### config.mk
export PLATFORM = sky130hd
export DESIGN_NAME = if_stage
export DESIGN_NICKNAME = d
export VERILOG_FILES = /design/src/rtl/if_stage.sv
export SDC_FILE = /design/constraint.sdc
export NUM_CORES = 1
export LEC_CHECK = 0
export CAP_MARGIN = 20
export CORE_UTILIZATION = 55
export DETAILED_ROUTE_END_ITERATION = 10
export PLACE_DENSITY = 0.85
export SYNTH_ARGS = -nofsm -noshare
export SYNTH_HDL_FRONTEND = slang
export SYNTH_SLANG_ARGS = --single-unit
### constraint.sdc
create_clock -name clk_i -period 11.45 [get_ports clk_i]
set_clock_uncertainty 0.05 [all_clocks]
set_input_delay 1.7175 -clock clk_i [delete_from_list [all_inputs] [get_ports clk_i]]
set_output_delay 1.7175 -clock clk_i [all_outputs]
set_load 0.02 [all_outputs]
### src/rtl/if_stage.sv
// if_stage: instruction fetch with one-outstanding imem handshake, skid buffer and IF/ID output register
module if_stage #(
  parameter int ADDR_W = 32,
  parameter int INST_W = 32,
  parameter logic [ADDR_W-1:0] RESET_PC = 32'h0000_0000,
  parameter logic [INST_W-1:0] NOP_INST = 32'h0000_0013
) (
  input  logic              clk_i,
  input  logic              rst_i,
  input  logic              stall_i,
  input  logic              flush_i,
  input  logic [ADDR_W-1:0] redirect_pc_i,
  output logic              imem_req_o,
  output logic [ADDR_W-1:0] imem_addr_o,
  input  logic              imem_gnt_i,
  input  logic              imem_rvalid_i,
  input  logic [INST_W-1:0] imem_rdata_i,
  output logic [INST_W-1:0] inst_o,
  output logic [ADDR_W-1:0] pc_o,
  output logic              inst_valid_o
);
  typedef enum logic [1:0] {IDLE, REQ, WAIT, HOLD} state_t;
  state_t state_q, state_d;
  logic [ADDR_W-1:0] pc_q, pc_d, req_pc_q, req_pc_d, skid_pc_q, skid_pc_d, pc_out_d;
  logic [INST_W-1:0] skid_inst_q, skid_inst_d, inst_d;
  logic kill_q, kill_d, skid_full_q, skid_full_d, valid_d;
  assign imem_req_o  = state_q == REQ;
  assign imem_addr_o = pc_q;
  always_comb begin
    state_d     = state_q;
    pc_d        = pc_q;
    req_pc_d    = req_pc_q;
    kill_d      = kill_q;
    skid_inst_d = skid_inst_q;
    skid_pc_d   = skid_pc_q;
    skid_full_d = skid_full_q;
    inst_d      = inst_o;
    pc_out_d    = pc_o;
    valid_d     = inst_valid_o;
    if (inst_valid_o && !stall_i) begin
      valid_d = 1'b0;
      inst_d  = NOP_INST;
    end
    case (state_q)
      IDLE: state_d = REQ;
      REQ: if (imem_gnt_i) begin
        req_pc_d = pc_q;
        pc_d     = pc_q + ADDR_W'(4);
        state_d  = WAIT;
      end
      WAIT: if (imem_rvalid_i) begin
        state_d = REQ;
        if (kill_q) kill_d = 1'b0;
        else if (!inst_valid_o || !stall_i) begin
          inst_d   = imem_rdata_i;
          pc_out_d = req_pc_q;
          valid_d  = 1'b1;
        end else begin
          skid_inst_d = imem_rdata_i;
          skid_pc_d   = req_pc_q;
          skid_full_d = 1'b1;
          state_d     = HOLD;
        end
      end
      HOLD: if (!stall_i) begin
        inst_d      = skid_inst_q;
        pc_out_d    = skid_pc_q;
        valid_d     = 1'b1;
        skid_full_d = 1'b0;
        state_d     = REQ;
      end
      default: state_d = IDLE;
    endcase
    // A fetch already granted or still in flight on the old path must be swallowed when it returns
    if (flush_i && state_q != IDLE) begin
      pc_d        = {redirect_pc_i[ADDR_W-1:2], 2'b00};
      valid_d     = 1'b0;
      inst_d      = NOP_INST;
      skid_full_d = 1'b0;
      if ((state_q == WAIT && !imem_rvalid_i) || (state_q == REQ && imem_gnt_i)) begin
        state_d = WAIT;
        kill_d  = 1'b1;
      end else state_d = REQ;
    end
  end
  always_ff @(posedge clk_i or posedge rst_i) begin
    if (rst_i) begin
      state_q      <= IDLE;
      pc_q         <= RESET_PC;
      req_pc_q     <= '0;
      kill_q       <= 1'b0;
      skid_inst_q  <= NOP_INST;
      skid_pc_q    <= '0;
      skid_full_q  <= 1'b0;
      inst_o       <= NOP_INST;
      pc_o         <= '0;
      inst_valid_o <= 1'b0;
    end else begin
      state_q      <= state_d;
      pc_q         <= pc_d;
      req_pc_q     <= req_pc_d;
      kill_q       <= kill_d;
      skid_inst_q  <= skid_inst_d;
      skid_pc_q    <= skid_pc_d;
      skid_full_q  <= skid_full_d;
      inst_o       <= inst_d;
      pc_o         <= pc_out_d;
      inst_valid_o <= valid_d;
    end
  end
endmodule
== After elaboration in Yosys (flattened, before gate mapping) ==
Cells that the tools add are included.

* Output and inout port bits: 98
* Bits in writable memories: 0
* Flip-flop bits (word level): 196
* Bits in latches: 0
* Bits in read-only memories: 0
* Memories: 0

* Shift-type cells: 0
* Muxes and demuxes: 34
* Order comparisons: 0
* Reduce and logical (&&, ||, !) cells: 19
* Equal/unequal tests: 10
* Bitwise operators: 2
* Multiply operators: 0
* Add/subtract/negate cells: 1
* Div/mod/pow operators: 0

{| class="wikitable"
|+ Operators with widths
! operator !! number
|-
| 32-bit two-way mux || 13
|-
| 32-bit one-hot mux with 2 select lines || 2
|-
| 32-bit by 3-bit adder with 32-bit output, second input constant || 1
|-
| 2-bit two-way mux || 7
|-
| 1-bit two-way mux || 10
|-
| 2-bit != test, second input constant || 4
|-
| 2-bit one-hot mux with 4 select lines || 1
|-
| 2-bit nonzero test || 4
|-
| 3-bit != test, second input constant || 2
|-
| 5-bit AND reduction || 1
|-
| 2-bit equality test, second input constant || 2
|-
| 1-bit logical AND || 4
|-
| 2-bit AND reduction || 2
|-
| 4-bit AND reduction || 1
|-
| 1-bit zero test || 3
|-
| 3-bit by 1-bit != test with 1-bit output, second input constant || 1
|-
| 3-bit AND reduction || 1
|-
| 2-bit by 1-bit equality test with 1-bit output, second input constant || 1
|-
| 2-bit zero test || 1
|-
| 1-bit logical OR || 2
|-
| 1-bit inverter || 2
|-
| 1-bit one-hot mux with 2 select lines || 1
|}

== Longest topological paths before layout ==
Gate-level depths: netlist of the first run.

* Word-level depth: 8
* Gate-level depth with buffers: 10
* Gate-level depth less buffers: 7

== Worst setup path after synthesis of the first run ==
Ideal clock, no wire load.

* Kind: in2reg
* From: input port stall_i
* To: register inst_o[21]
* Stages on the path: 8
* Data arrival time: 2,866 ps
* Path slack: 8,403 ps
* Buffers on the path: 3
* Data required time: 11,268 ps
* Cell sequence: nand2b_1 > o22a_1 > buf_6 > nor2b_4 > buf_6 > buf_6 > a222oi_1 > nor2_1

* Cells in the longest elaborated chain, start to end: 8

{| class="wikitable"
|+ Ends and longest elaborated chain
! item !! RTL line !! source
|-
| start: declaration || 10 || <nowiki>input logic stall_i,</nowiki>
|-
| 1-bit zero test || - ||
|-
| 1-bit logical AND || 40 || <nowiki>if (inst_valid_o && !stall_i) begin</nowiki>
|-
| 32-bit two-way mux || 40 ||
|-
| 32-bit two-way mux || 54 || <nowiki>else if (!inst_valid_o || !stall_i) begin</nowiki>
|-
| 32-bit two-way mux || 53 || <nowiki>if (kill_q) kill_d = 1'b0;</nowiki>
|-
| 32-bit two-way mux || 51 || <nowiki>WAIT: if (imem_rvalid_i) begin</nowiki>
|-
| 32-bit one-hot mux with 2 select lines * || 44 || <nowiki>case (state_q)</nowiki>
|-
| 32-bit two-way mux * || 75 || <nowiki>if (flush_i && state_q != IDLE) begin</nowiki>
|-
| net inst_d[21] || 25 || <nowiki>logic [INST_W-1:0] skid_inst_q, skid_inst_d, inst_d;</nowiki>
|-
| end signal: assignment || 106 || <nowiki>inst_o <= inst_d;</nowiki>
|-
| end: declaration || 18 || <nowiki>output logic [INST_W-1:0] inst_o,</nowiki>
|}

The timed path passes the listed nets; every way through them passes the cells marked *.
A chain may end at the register's enable or synchronous reset.

== Worst setup path in the final report of the first run ==
* From: input port imem_rvalid_i
* To: register skid_pc_q[13]

* Cells in the longest elaborated chain, start to end: 1

{| class="wikitable"
|+ Ends and longest elaborated chain
! item !! RTL line !! source
|-
| start: declaration || 16 || <nowiki>input logic imem_rvalid_i,</nowiki>
|-
| 4-bit AND reduction (no source line) || - ||
|-
| end signal: assignment || 104 || <nowiki>skid_pc_q <= skid_pc_d;</nowiki>
|-
| end: declaration || 24 || <nowiki>logic [ADDR_W-1:0] pc_q, pc_d, req_pc_q, req_pc_d, skid_pc_q, skid_pc_d, pc_out_d;</nowiki>
|}

No other way between the ends.

==> results of run 1 <==
==> state kept, by name, summed over array words and instances (netlist names) <==
name	flops
inst_valid_o	1
state_q	2
req_pc_q	30
pc_o	30
kill_q	1
skid_pc_q	30
inst_o	32
skid_inst_q	32
imem_addr_o	30
==> worst min-delay path by stage <==
stage,start,endpoint,slack [ps],cells past startpoint
final,pc_o[27],pc_o[27],430,2
after global routing,skid_inst_q[4],inst_o[4],450,2
after CTS,skid_inst_q[4],inst_o[4],440,2
after detailed placement,pc_o[21],pc_o[21],420,2
after global placement,pc_o[6],pc_o[6],410,2
after floorplan,kill_q,kill_q,410,2
==> synthesized netlist by cell type (12+ instances only) <==
library cell	n
o21ai_0	61
a222oi_1	29
dfrtp_1	182
xnor2_1	14
nand4_1	12
nand3_1	12
xor2_1	15
mux2i_1	30
mux2_2	63
nand2_1	173
clkbuf_1	33
nor2_1	35
==> report_power, final <==
| part | total (W) | internal, W | switching (W) |
|---|---|---|---|
| Clock | 0.000572 | 0.000309 | 0.000263 |
| Combinational | 0.000884 | 0.000398 | 0.000486 |
| Sequential | 0.00104 | 0.000860 | 0.000178 |
==> worst max-delay path, cell delays in order <==
cell and delay, ps:
clkdlybuf4s50_1 510, nand3b_1 250, nor2_4 590, buf_4 630
mux2_2 410
==> per-layer routing <==
layer	share of wire (%)	vias to the layer above	global-route usage [%]
li1	-	2852	-
met1	42	3057	33.8
met3	5.3	37	6.09
met4	2.5	0	10.4
met5	0	-	0
met2	50	199	42.4
==> layout make-up <==
cell class	count	share of cell area [%]
Clock buffer	18	4.19
Clock inverter	13	1.25
Inverter	5	0.227
Multi-Input combinational cell	500	30.8
Sequential cell	188	45.0
Tap cell	184	2.20
Timing Repair Buffer	171	16.4
==> logic make-up (layout without fill, tap and decap cells) <==
kind of cell / count (synthesis) / in the layout
and+or+nand+nor: 269 / 269
DFF: 188 / 188
AOI/OAI and AO/OA: 100 / 100
muxes: 93 / 93
buffers and inverters: 54 / 207
xor gates and xnor gates: 29 / 29
adders and majority gates: 5 / 5
other: 1 / 4
==> per-stage QoR <==
| stage | total power (W) | instances |
|---|---|---|
| finish | 0.00249 | 1079 |
| global route | 0.00264 | 1079 |
| CTS | 0.00250 | 1077 |
| detailed placement | 0.00192 | 1046 |
| global placement | 0.00189 | 1046 |
| floorplan | 0.00153 | 742 |
==> flow_summary.toml, run 1 <==
[logic_synthesis]
synth_top_cell_by_area = "dfrtp_1"
synth_fa_ha_area_share_pct = 0.767
synth_top_family_by_area = "simple AND/OR/NAND/NOR gates"
synthCells = 739
synth_seq_cells = 188
synthTopCellsByArea = "dfrtp_1, mux2_2, nand2_1, o21ai_0, mux2i_1"
async_flop_share_pct = 100
synthSimpleGateAreaFrac_pct = 14.7
synth_area_per_cell_sq_um = 11.0
synth_compound_area_share_pct = 8.10
synth_seq_area_share_pct = 57.8
synth_xor_area_share_pct = 3.11
ys.flop_type = "dfrtp_1"
yosys_warnings = 0
synth_mux_area_share_pct = 12.4
netlist.area_leader.share_pct = 55.8
synth_cell_types = 40
syn_area_sq_um = 8160
synth-edff-count = 0

[global_route]
grtUsageTotal_pct = 26.1
antenna_found_initial = 0
grt_pass1_wl_um = 30100
grt_max_degree = 106
grt_overflow = 0
grt_pass1_vias = 5998

[critical_path]
r2r-start = "state_q[0]"
reg2reg_to = "skid_pc_q[13]"
path_class = "in2reg"
startpoint = "imem_rvalid_i"
critPathCapture = "skid_pc_q[13]"
cp.required_ps = 11720
regToRegSetupSlack_ps = 8570
r2r_cells = 6
cp.arrival_ps = 4140
cp-start-kind = "primary input"
crit_fanout = 43
cp-end-kind = "flop"

[timing]
finalMaxSlewViolations = 0
slew_headroom_pct = 40.1
layout_setup_ws_ps = 7580
rsz0062_at_grt = "no"
finalCritPeriodShare_pct = 33.8
finalHoldViolations = 0
whs_ps = 431
post-route-min-period_ps = 3870
worst_pin_slew_ps = 899
max_freq_mhz = 258
setup_tns_ps = 0
finalSetupViolCount = 0

[placement]
place_area_sq_um = 9860
place_ws_ps = 6730
place_congestion = 0.816
dpl.hpwl_um = 12000
io_buffer_count = 161

[final_layout]
layout-drive-gt1-share_pct = 13.5
layout_commonest_cell = "dfrtp_1"
fillers = 977
fin_util_pct = 72.4
final_area_sq_um = 10500
multiInputGateArea_sq_um = 3230
final_cell_mix = "dfrtp_1, nand2_1, clkdlybuf4s50_1"
area_growth_pct = 28.5
nNetsFinal = 958
antennaDiodeCount = 0
seq_area_sq_um = 4710

[clock_network]
clk_pin_slew_ps = 70
holdBufCountCts = 0
cts_buffers = 17
cts_max_path_buffers = 2
ctsResizeCount = 0
postCtsSetupBuffers = 0
htree_num_levels = 4
cts_root_buf = "clkbuf_16"
worstSkewPairLatency_ps = 440
cts_tree = "yes"
clkSinkCount = 188

[floorplanning]
dieArea_sq_um = 15300
chipWidth_um = 124
start_util_pct = 56.4
coreArea_sq_um = 14500
ioPinCount = 168
rows = 44
die_y_um = 124

[power]
power.density_nw_per_um2 = 238
max-vdd-ir-drop_mv = 0.161
power_leakage_nw = 4.68

[run_status]
status = "complete, no violations"

[routing]
drt_first_iter_violations = 582
firstDrtPassIters = 6
ant_nets = 0
routedWlPerCell_um = 17.6
vias = 6145
via_per_inst = 5.70
routed_wirelength_um = 19000
drc = 0

[flow_run]
drv_cap = 0

[min_path]
hp-class = "reg2reg"
Note: power is estimated with default switching activity, not from simulation.
==> inputs of run 2 (changes only) <==
--- a/config.mk
+++ b/config.mk
@@ -6,9 +6,9 @@
 export NUM_CORES = 1
 export LEC_CHECK = 0
 export CAP_MARGIN = 20
-export CORE_UTILIZATION = 55
+export CORE_UTILIZATION = 46
 export DETAILED_ROUTE_END_ITERATION = 10
-export PLACE_DENSITY = 0.85
+export PLACE_DENSITY = 0.76
 export SYNTH_ARGS = -nofsm -noshare
 export SYNTH_HDL_FRONTEND = slang
 export SYNTH_SLANG_ARGS = --single-unit
==> constraint.sdc (replaced) <==
create_clock -name clk_i -period 3.46 [get_ports clk_i]
set_clock_uncertainty 0.05 [all_clocks]
set_input_delay 0.519 -clock clk_i [delete_from_list [all_inputs] [get_ports clk_i]]
set_output_delay 0.519 -clock clk_i [all_outputs]
set_load 0.02 [all_outputs]
==> flow_summary.toml, run 2 (synthesis results as in run 1) <==
[run_status]
status = "complete, no violations"

[placement]
io_buffer_count = 161
dpl.hpwl_um = 12500
place_area_sq_um = 10000
place_congestion = 0.780
place_ws_ps = 888
dp.cells = 1093

[critical_path]
cp-end-kind = "output pin"
cp.required_ps = 2890
r2r_cells = 7
path_class = "reg2out"
crit_fanout = 8
cp.arrival_ps = 2010
cp-start-kind = "flop"

[final_layout]
final_cell_mix = "dfrtp_1, nand2_1, clkdlybuf4s50_1"
biggestRegsByFlops = "inst_o (32), skid_inst_q (32)"
final_cell_count_no_fill = 1124
fillers = 1447
layout_commonest_cell = "dfrtp_1"
area_growth_pct = 29.7
multiInputGateArea_sq_um = 3230
layout-drive-gt1-share_pct = 13.8
final_area_sq_um = 10600
antennaDiodeCount = 0
nNetsFinal = 962
seq_area_sq_um = 4710

[clock_network]
clkSinkCount = 188
postCtsSetupBuffers = 0
cts_root_buf = "clkbuf_16"
cts_max_path_buffers = 2
cts_tree = "yes"
ctsResizeCount = 0
holdBufCountCts = 0
htree_num_levels = 4
cts_buffers = 17
clk_pin_slew_ps = 60
worstSkewPairLatency_ps = 430

[routing]
drc = 0
drt_first_iter_violations = 433
vias = 6015
ant_nets = 0
routed_wirelength_um = 19000
routedWlPerCell_um = 16.9
firstDrtPassIters = 9
via_per_inst = 5.35

[power]
power.density_nw_per_um2 = 784
max-vdd-ir-drop_mv = 0.454
power_leakage_nw = 4.71

[timing]
layout_setup_ws_ps = 884
slew_headroom_pct = 48.9
worst_pin_slew_ps = 765
max_freq_mhz = 388
finalHoldViolations = 0
rsz0062_at_grt = "no"
whs_ps = 312
finalSetupViolCount = 0
finalCritPeriodShare_pct = 74.5
post-route-min-period_ps = 2580
finalMaxSlewViolations = 0
setup_tns_ps = 0

[global_route]
grtUsageTotal_pct = 22.0
grt_overflow = 0
grt_pass1_wl_um = 31100
grt_pass1_vias = 6009
grt_max_degree = 110
antenna_found_initial = 0

[floorplanning]
die_y_um = 135
dieArea_sq_um = 18300
ioPinCount = 168
coreArea_sq_um = 17300
chipWidth_um = 135
rows = 48
start_util_pct = 47.2

[flow_run]
drv_cap = 0

[min_path]
hp-class = "in2async"
-- run 2: cell count changes in the layout (fill, tap and decap cells not counted), moves of 2 or more --
cell,change
clkinv_4,-3
clkinv_2,+4
inv_6,-4
clkbuf_8,+2
buf_12,+2
buf_4,+3
-- run 2: path summary, 6_finish.rpt --
kind	from	end	slack (ps)
hold / removal	rst_i	skid_inst_q[26]	310
hold reg to reg	pc_o[16]	pc_o[16]	430
max in group asynchronous	rst_i	skid_pc_q[16]	2240
setup / recovery	state_q[1]	imem_req_o	880
setup reg to reg	state_q[0]	inst_o[18]	1110
min in group clk_i	pc_o[16]	pc_o[16]	430
-- run 2: per-stage QoR --
| step | utilization (%) | total power (W) |
|---|---|---|
| floorplan | - | 0.00507 |
| global placement | 57.8 | 0.00631 |
| detailed placement | 57.8 | 0.00640 |
| CTS | 61.2 | 0.00836 |
| global route | 61.2 | 0.00878 |
| finish | 61.2 | 0.00829 |
-- run 2: per-layer routing --
layer | share of wire, % | routed length, um | global-route usage, % | vias to the layer above
met2 | 47 | 8920 | 35.1 | 190
li1 | - | - | - | 2868
met4 | 1.0 | 193 | 6.80 | 0
met1 | 46 | 8830 | 29.9 | 2945
met5 | 0 | 0 | 0 | -
met3 | 5.6 | 1070 | 4.86 | 12
-- run 2: area by class of cell --
| cell class | count | share of cell area, % |
|---|---|---|
| Clock buffer | 21 | 4.45 |
| Clock inverter | 10 | 1.08 |
| Inverter | 5 | 0.213 |
| Multi-Input combinational cell | 500 | 30.5 |
| Sequential cell | 188 | 44.5 |
| Tap cell | 225 | 2.66 |
| Timing Repair Buffer | 175 | 16.6 |
-- run 2: power by group --
part | internal, W | leakage (nW) | switching (W)
Clock | 0.00112 | 0.289 | 0.000816
Sequential | 0.00285 | 2.48 | 0.000577
Combinational | 0.00133 | 1.94 | 0.00160
Total | 0.00529 | 4.71 | 0.00300
-- run 2: critical path, stage by stage, from the launching register on --
cell and delay (ps):
dfrtp_1 410, inv_1 100, ha_1 390, clkdlybuf4s50_1 680
